## src/rtl/hier_include_b_mux_fifo.sv

```systemverilog
// -----------------------------------------------------------------------------
// hier_include_b_mux_fifo
//
// Multi-channel payload carrier for the hierInclude B block. Each of NUM_CH
// valid/ready input streams is buffered in its own DEPTH-entry FIFO. The FIFOs
// are merged onto one registered valid/ready output, and every output beat is
// tagged with its source channel.
//
// Arbitration:
//   default                          round-robin; the search starts one past the
//                                    last granted channel
//   HIER_INCLUDE_B_STRICT_PRIO_EN    strict priority; the lowest-index non-empty
//                                    channel always wins
//
// Ports:
//   clk        single rising-edge clock
//   rst        asynchronous, active-high reset; discards all buffered data
//   in_valid   per-channel source valid
//   in_ready   per-channel sink ready; high while that FIFO is not full
//   in_data    channel c occupies bits [c*DATA_WIDTH +: DATA_WIDTH]
//   out_valid  output beat valid
//   out_ready  downstream ready
//   out_data   output payload
//   out_ch     source channel of the current output beat
//   ch_count   per-channel FIFO occupancy, $clog2(DEPTH)+1 bits per channel
//
// Parameters:
//   DATA_WIDTH  payload width; defaults to the bSt.bAnother field width
//   NUM_CH      number of input channels, 2..8
//   DEPTH       entries per channel FIFO; a power of 2, at least 2
// -----------------------------------------------------------------------------

`ifndef B_ANOTHER_SIZE
`define B_ANOTHER_SIZE 8
`endif

module hier_include_b_mux_fifo #(
    parameter int DATA_WIDTH = `B_ANOTHER_SIZE,
    parameter int NUM_CH     = 2,
    parameter int DEPTH      = 4
) (
    input  logic                                  clk,
    input  logic                                  rst,
    input  logic [NUM_CH-1:0]                     in_valid,
    output logic [NUM_CH-1:0]                     in_ready,
    input  logic [NUM_CH*DATA_WIDTH-1:0]          in_data,
    output logic                                  out_valid,
    input  logic                                  out_ready,
    output logic [DATA_WIDTH-1:0]                 out_data,
    output logic [$clog2(NUM_CH)-1:0]             out_ch,
    output logic [NUM_CH*($clog2(DEPTH)+1)-1:0]   ch_count
);

    localparam int CH_W  = $clog2(NUM_CH);
    localparam int PTR_W = $clog2(DEPTH);
    localparam int CNT_W = PTR_W + 1;
    localparam logic [CNT_W-1:0] FULL_CNT = CNT_W'(DEPTH);

    logic [DATA_WIDTH-1:0] fifoMem [NUM_CH][DEPTH];
    logic [PTR_W-1:0]      wrPtr   [NUM_CH];
    logic [PTR_W-1:0]      rdPtr   [NUM_CH];
    logic [CNT_W-1:0]      count   [NUM_CH];

    logic [NUM_CH-1:0]     push;
    logic [NUM_CH-1:0]     pop;
    logic [NUM_CH-1:0]     nonEmpty;
    logic                  loadEn;
    logic                  anyReq;
    logic [CH_W-1:0]       grant;
    logic [DATA_WIDTH-1:0] headData;

    // Ready depends only on registered occupancy. A full FIFO refuses a push
    // even when it is popped in the same cycle, which keeps out_ready off the
    // in_ready path.
    always_comb begin
        for (int c = 0; c < NUM_CH; c++) begin
            in_ready[c]                 = (count[c] != FULL_CNT);
            nonEmpty[c]                 = (count[c] != '0);
            push[c]                     = in_valid[c] && (count[c] != FULL_CNT);
            ch_count[c*CNT_W +: CNT_W]  = count[c];
        end
    end

    assign loadEn = !out_valid || out_ready;

`ifdef HIER_INCLUDE_B_STRICT_PRIO_EN
    // Descending scan so the lowest non-empty index is the last one written.
    always_comb begin
        grant  = '0;
        anyReq = 1'b0;
        for (int c = NUM_CH - 1; c >= 0; c--) begin
            if (nonEmpty[c]) begin
                grant  = CH_W'(c);
                anyReq = 1'b1;
            end
        end
    end
`else
    logic [CH_W-1:0] lastGrant;
    logic            hiFound;
    logic            loFound;
    logic [CH_W-1:0] hiGrant;
    logic [CH_W-1:0] loGrant;

    // Round-robin without a modulo: prefer the lowest requester above
    // lastGrant, otherwise wrap to the lowest requester at or below it.
    always_comb begin
        hiFound = 1'b0;
        loFound = 1'b0;
        hiGrant = '0;
        loGrant = '0;
        for (int c = NUM_CH - 1; c >= 0; c--) begin
            if (nonEmpty[c]) begin
                if (CH_W'(c) > lastGrant) begin
                    hiFound = 1'b1;
                    hiGrant = CH_W'(c);
                end else begin
                    loFound = 1'b1;
                    loGrant = CH_W'(c);
                end
            end
        end
        anyReq = hiFound || loFound;
        grant  = hiFound ? hiGrant : loGrant;
    end

    // Reset to the top channel so that channel 0 wins first.
    always_ff @(posedge clk or posedge rst) begin
        if (rst) begin
            lastGrant <= CH_W'(NUM_CH - 1);
        end else if (loadEn && anyReq) begin
            lastGrant <= grant;
        end
    end
`endif

    always_comb begin
        for (int c = 0; c < NUM_CH; c++) begin
            pop[c] = loadEn && anyReq && (grant == CH_W'(c));
        end
    end

    assign headData = fifoMem[grant][rdPtr[grant]];

    // The storage array has no reset. Clearing the pointers and counts is
    // enough to discard its contents.
    always_ff @(posedge clk) begin
        for (int c = 0; c < NUM_CH; c++) begin
            if (push[c]) begin
                fifoMem[c][wrPtr[c]] <= in_data[c*DATA_WIDTH +: DATA_WIDTH];
            end
        end
    end

    always_ff @(posedge clk or posedge rst) begin
        if (rst) begin
            for (int c = 0; c < NUM_CH; c++) begin
                wrPtr[c] <= '0;
                rdPtr[c] <= '0;
                count[c] <= '0;
            end
        end else begin
            for (int c = 0; c < NUM_CH; c++) begin
                if (push[c]) begin
                    wrPtr[c] <= wrPtr[c] + PTR_W'(1);
                end
                if (pop[c]) begin
                    rdPtr[c] <= rdPtr[c] + PTR_W'(1);
                end
                count[c] <= count[c] + CNT_W'(push[c]) - CNT_W'(pop[c]);
            end
        end
    end

    // Output register. The payload is only reloaded together with a new valid
    // beat, so out_data and out_ch stay put while the consumer stalls.
    always_ff @(posedge clk or posedge rst) begin
        if (rst) begin
            out_valid <= 1'b0;
            out_data  <= '0;
            out_ch    <= '0;
        end else if (loadEn) begin
            out_valid <= anyReq;
            if (anyReq) begin
                out_data <= headData;
                out_ch   <= grant;
            end
        end
    end

endmodule

```

## config.mk

```make
export PLATFORM = sky130hd
export DESIGN_NAME = hier_include_b_mux_fifo
export DESIGN_NICKNAME = d
export VERILOG_FILES = /design/src/rtl/hier_include_b_mux_fifo.sv
export SDC_FILE = /design/constraint.sdc
export NUM_CORES = 1
export LEC_CHECK = 0
export CAP_MARGIN = 10
export CELL_PAD_IN_SITES_DETAIL_PLACEMENT = 0
export CELL_PAD_IN_SITES_GLOBAL_PLACEMENT = 1
export CORE_MARGIN = 1.5
export CORE_UTILIZATION = 48
export CTS_CLUSTER_DIAMETER = 120
export DETAILED_ROUTE_END_ITERATION = 7
export PLACE_DENSITY_LB_ADDON = 0.1
export REMOVE_ABC_BUFFERS = 1
export SYNTH_ARGS = -nofsm -noshare
export SYNTH_HDL_FRONTEND = slang
export SYNTH_SLANG_ARGS = --single-unit
export TNS_END_PERCENT = 1
```

## constraint.sdc

```tcl
create_clock -name clk -period 2.86 [get_ports clk]
set_input_delay 0.429 -clock clk [delete_from_list [all_inputs] [get_ports clk]]
set_output_delay 0.429 -clock clk [all_outputs]
set_load 0.02 [all_outputs]
```

# ---- After elaboration in Yosys (flattened, before gate mapping)
# Memories as Yosys holds them, arrays and structs flattened.
# Index checks and enable logic that the tools add are counted.
dict set report word_totals {
  input_bits 21
  output_inout_bits 18
  regBits 25
  ramBits 64
  word_cells 74
  n_memories 1
}
dict set report classes {
  reduce_logical 13
  mux 27
  addsub 8
  eq_ne 2
  bitwise_logic 5
  n_lt_le_gt_ge 8
}
# memory words width read_ports rd_ports_with_merged_regs wr line_no
set mem_list {}
lappend mem_list {fifoMem 2 32 1 0 2 59} ;# logic [DATA_WIDTH-1:0] fifoMem [NUM_CH][DEPTH];
# op n
set op_table {}
lappend op_table {{$mux 32} 2}
lappend op_table {{$demux 8 s2} 2}
lappend op_table {{$mux 8} 4}
lappend op_table {{$bmux 8 s2} 1}
lappend op_table {{$mux 1} 15}
lappend op_table {{$ge 3x3->1 const B} 3}
lappend op_table {{$not 2->3} 3}
lappend op_table {{$add 2x1->2 const B} 4}
lappend op_table {{$logic_and 1x1->1} 7}
lappend op_table {{$add 3x1->3} 2}
lappend op_table {{$lt 3x1->1 const B} 2}
lappend op_table {{$mux 2} 3}
lappend op_table {{$ne 3x3->1 const B} 2}
lappend op_table {{$reduce_bool 3->1} 2}
lappend op_table {{$sub 3x1->3} 2}
lappend op_table {{$ge 2x2->1 const B} 1}
lappend op_table {{$gt 1x1->1 const A} 2}
lappend op_table {{$logic_or 1x1->1} 2}
lappend op_table {{$not 1->2} 1}
lappend op_table {{$reduce_and 2->1} 1}
lappend op_table {{$logic_not 1->1} 1}
lappend op_table {{$not 1->1} 1}

# ---- Logic depth before layout (Yosys ltp)
dict set report depth {
  depth_word 14
  ltp_mapped 11
  ltp_nobuf 11
}

# ---- Worst setup path after synthesis
# Ideal clock, no wire load.
dict set report synth_timing {
  path_type {reg2reg}
  start {register count, in the netlist ch_count[1]}
  end {register count, in the netlist ch_count[5]}
  required_time_ns 2.728
  n_path_buf 0
  arrival_ns 2.514
  period_less_slack_ns 2.645
  stages_incl_launch_ff 12
  setup_time_ns 0.132
  slack_ns 0.215
  cell_sequence {dfrtp_1 > or3_4 > o41a_1 > nand2_1 > inv_1 > ha_1 > inv_1 > ha_1 > inv_1 > fa_1 > xnor2_1 > xnor2_1}
}
dict set report synth_via {
  elab_chain_cells 6
  elab_cells_between_ends 10
  classes_between {add/sub: 1; mux: 5; reduce/logical: 4}
}
# item line_no
set synth_rtl {}
lappend synth_rtl {{from (decl)} 62} ;# logic [CNT_W-1:0] count [NUM_CH];
lappend synth_rtl {{from (signal, indexed assignment)} 170} ;# count[c] <= count[c] + CNT_W'(push[c]) - CNT_W'(pop[c]);
lappend synth_rtl {{$reduce_bool 3->1 (*)} 78} ;# nonEmpty[c] = (count[c] != '0);
lappend synth_rtl {{$mux 1} 113} ;# if (nonEmpty[c]) begin
lappend synth_rtl {{$logic_or 1x1->1} 123} ;# anyReq = hiFound || loFound;
lappend synth_rtl {{$logic_and 1x1->1} 139} ;# pop[c] = loadEn && anyReq && (grant == CH_W'(c));
lappend synth_rtl {{$logic_and 1x1->1 (*)} 139}
lappend synth_rtl {{named net pop[1]} 65} ;# logic [NUM_CH-1:0] pop;
lappend synth_rtl {{$sub 3x1->3 (*)} 170}
# The timed path passes the listed nets; every way through them passes the cells marked *.
# A chain may end at the register's enable or synchronous reset.

# ---- Worst setup path in the final report
# Ends and elaborated chain as after synthesis.

==> impl_metrics.py <==
metrics = {
    "power": {
        "power_density_nw_per_um2": 1039,
        "seqPwrFrac": 0.467,
        "intPower_mw": 2.949,
        "leakage_nw": 1.612,
        "pwr-share-comb": 0.354,
        "power_switching_mw": 1.528,
        "vdd_ir_drop_max_uv": 483.5,
        "netSwitchingFraction": 0.3413,
        "clock_power_share": 0.179,
    },
    "floorplanning": {
        "die_x_um": 89.98,
        "core_region_area_um2": 7292,
        "die_area_um2": 8096,
        "die_h_um": 89.98,
        "start_util": 0.4979,
        "row_count": 31,
        "io_pins": 39,
    },
    "setup_path": {
        "critPathMaxStageDelay_ps": 420,
        "crit_start": "ch_count[1]",
        "crit_family": "adder cells",
        "path_buf_inv": 3,
        "worstSetupStartpointType": "register",
        "path_class": "register to register",
        "arrival_ps": 2940,
        "crit_top_cell": "inv_1",
        "crit_chain": "or3_4 > o41a_1 > nand2_1 > inv_1 > ha_1 > inv_1 > ha_1 > inv_1 > fa_1 > xnor2_1 > xnor2_1",
        "crit_required_ps": 3130,
        "crit_path_max_fanout": 4,
        "endpoint_kind": "register",
        "r2r-start": "ch_count[1]",
        "worst_path_max_delay_cell": "dfrtp_1",
    },
    "yosys": {
        "yosysSeqAreaShare": 0.7019,
        "synth.top_cell.area_share": 0.5293,
        "syn_inst": 206,
        "post-synth-top-area-cell": "edfxtp_1",
        "synth.distinct_cells": 30,
        "ys_ff_latch": 89,
        "synth_area_um2": 3631,
        "ys.warnings.count": 0,
        "synth_area_leaders": "edfxtp_1, dfrtp_1, mux4_2",
        "synth_area_per_cell_um2": 17.63,
    },
    "routing": {
        "ant_nets": 0,
        "first_iter_violations": 96,
        "routed_via_density": 5.039,
        "drc": 0,
        "drt_wl_total_um": 5946,
        "wl_per_cell_um": 16.70,
        "num_vias": 1794,
        "drt_first_pass_iters": 4,
    },
    "status": {
        "outcome": "completed",
    },
    "cts": {
        "cts_tree": "done",
        "clockBufferDepth": 2,
        "cts_buffers": 9,
        "clk_pin_slew_ps": 90,
        "root_buffer": "clkbuf_8",
        "cts_resized": 0,
        "htreeDepth": 3,
        "clk_latency_ps": 350,
        "holdBufCountCts": 0,
        "clkSinkCount": 89,
        "cts_setup_buffers": 0,
    },
    "grt": {
        "grt_pass1_vias": 1953,
        "grt_overflow": 0,
        "antenna_found_initial": 0,
        "grt_pass1_wl_um": 9839,
        "gr-usage-all-layers": 0.1635,
        "grt_max_degree": 26,
    },
    "min_path": {
        "worstHoldPathType": "input pin to asynchronous set/reset pin",
    },
    "sta": {
        "grt_setup_unrepaired": "false",
        "fin_worst_skew_ps": 9.460,
        "holdWs_ps": 422.4,
        "period_share": 0.9328,
        "setup_viol": 0,
        "drv_slew": 0,
        "fmax_ghz": 0.3748,
        "relSlewSlack": 0.5707,
        "min_period_ps": 2668,
        "tightest_slew_ps": 643.9,
        "finalHoldViolations": 0,
    },
    "place": {
        "detailed_place_hpwl_um": 4139,
        "place_area_um2": 4124,
        "place_inst": 340,
        "place.gp.congestion": 0.7356,
        "portBuffers": 38,
    },
    "finish": {
        "final_common_cell": "edfxtp_1",
        "fin_cells": 356,
        "postLayoutCellArea_um2": 4309,
        "final_cell_mix": "edfxtp_1, clkdlybuf4s50_1, dfrtp_1",
        "area_delta_synth_final_pct": 18.68,
        "drive_above_1_share": 0.1634,
        "num_antenna_cells": 0,
        "fin_nets": 287,
    },
    "flow_run": {
        "cap_violations": 0,
    },
}
==> power by group through the flow <==
stage	Sequential, mW	Combinational, mW	Clock, mW
2_1_floorplan	2.17	0.943	0
3_3_place_gp	2.11	1.60	0
3_5_place_dp	2.13	1.62	0
4_1_cts	2.10	1.63	0.825
5_1_grt	2.15	1.75	0.877
6_report	2.09	1.59	0.802
==> cell families (layout without fill, tap and decap cells) <==
family	Yosys count	after routing	synth area share
compound gates	13	13	0.02068
fa+ha+maj	14	14	0.05238
xor+xnor	10	10	0.02412
simple gates	32	32	0.04825
buf+inv	23	74	0.02791
mux	25	25	0.1247
flops	89	89	0.7019
==> layer usage <==
metal | track usage | wire length [µm] | vias to the layer above
li1 | - | - | 858
met1 | 0.2148 | 2836 | 900
met2 | 0.2615 | 2829 | 30
met3 | 0.04230 | 209 | 6
met4 | 0.06746 | 71 | 0
met5 | 0 | 0 | -
==> metrics by stage <==
stage | utilization | total power, mW | TNS [ps] | setup WS, ps
final | 0.5909 | 4.477 | 0 | 192.1
after CTS | 0.5909 | 4.553 | 0 | 178.4
after detailed placement | 0.5655 | 3.748 | 0 | 227.0
after floorplan | - | 3.109 | -101.8 | -58.40
after global placement | 0.5655 | 3.715 | 0 | 279.5
after global routing | 0.5909 | 4.779 | 0 | 69.79
==> path summary, 6_finish.rpt <==
path | slack (ps) | cells after the start | endpoint
max reg2reg | 190 | 11 | ch_count[5]
max in group asynchronous | 2140 | 3 | lastGrant
min reg2reg | 490 | 2 | lastGrant
max | 190 | 11 | ch_count[5]
min | 420 | 3 | wrPtr[3]
min in group clk | 490 | 2 | lastGrant
==> worst register-to-register path: stages, from the launching register on <==
cell,delay (ps)
dfrtp_1,420
or3_4,420
o41a_1,360
nand2_1,150
inv_1,60
ha_1,260
inv_1,60
ha_1,130
inv_1,40
fa_1,370
xnor2_1,190
xnor2_1,140
==> synthesized netlist by cell type <==
cell,n
a21o_1,1
a21oi_1,8
a31oi_1,1
and2_1,3
and3_1,8
buf_1,1
buf_2,3
buf_4,1
buf_6,1
clkbuf_1,1
dfrtp_1,24
dfstp_2,1
edfxtp_1,64
fa_1,2
ha_1,12
inv_1,16
mux2_2,2
mux2i_1,7
mux4_2,16
nand2_1,5
nand2b_1,1
nand3_2,2
nand3b_1,1
nor2_1,10
nor3_1,1
o21ai_1,2
o41a_1,1
or3_4,1
xnor2_1,9
xor2_1,1
==> cell type report <==
class,instances,area (µm²)
Clock buffer,9,123.9
Clock inverter,7,61.31
Fill cell,601,2983
Inverter,16,60.06
Multi-Input combinational cell,94,980.9
Sequential cell,89,2549
Tap cell,99,123.9
Timing Repair Buffer,42,410.4
==> state kept, by name (all words and copies together), names as in the netlist <==
register	cells
ch_count	6
out_valid	1
wrPtr	4
out_data	8
rdPtr	4
lastGrant	1
fifoMem	64
out_ch	1
(Power assumes the default switching activity.)
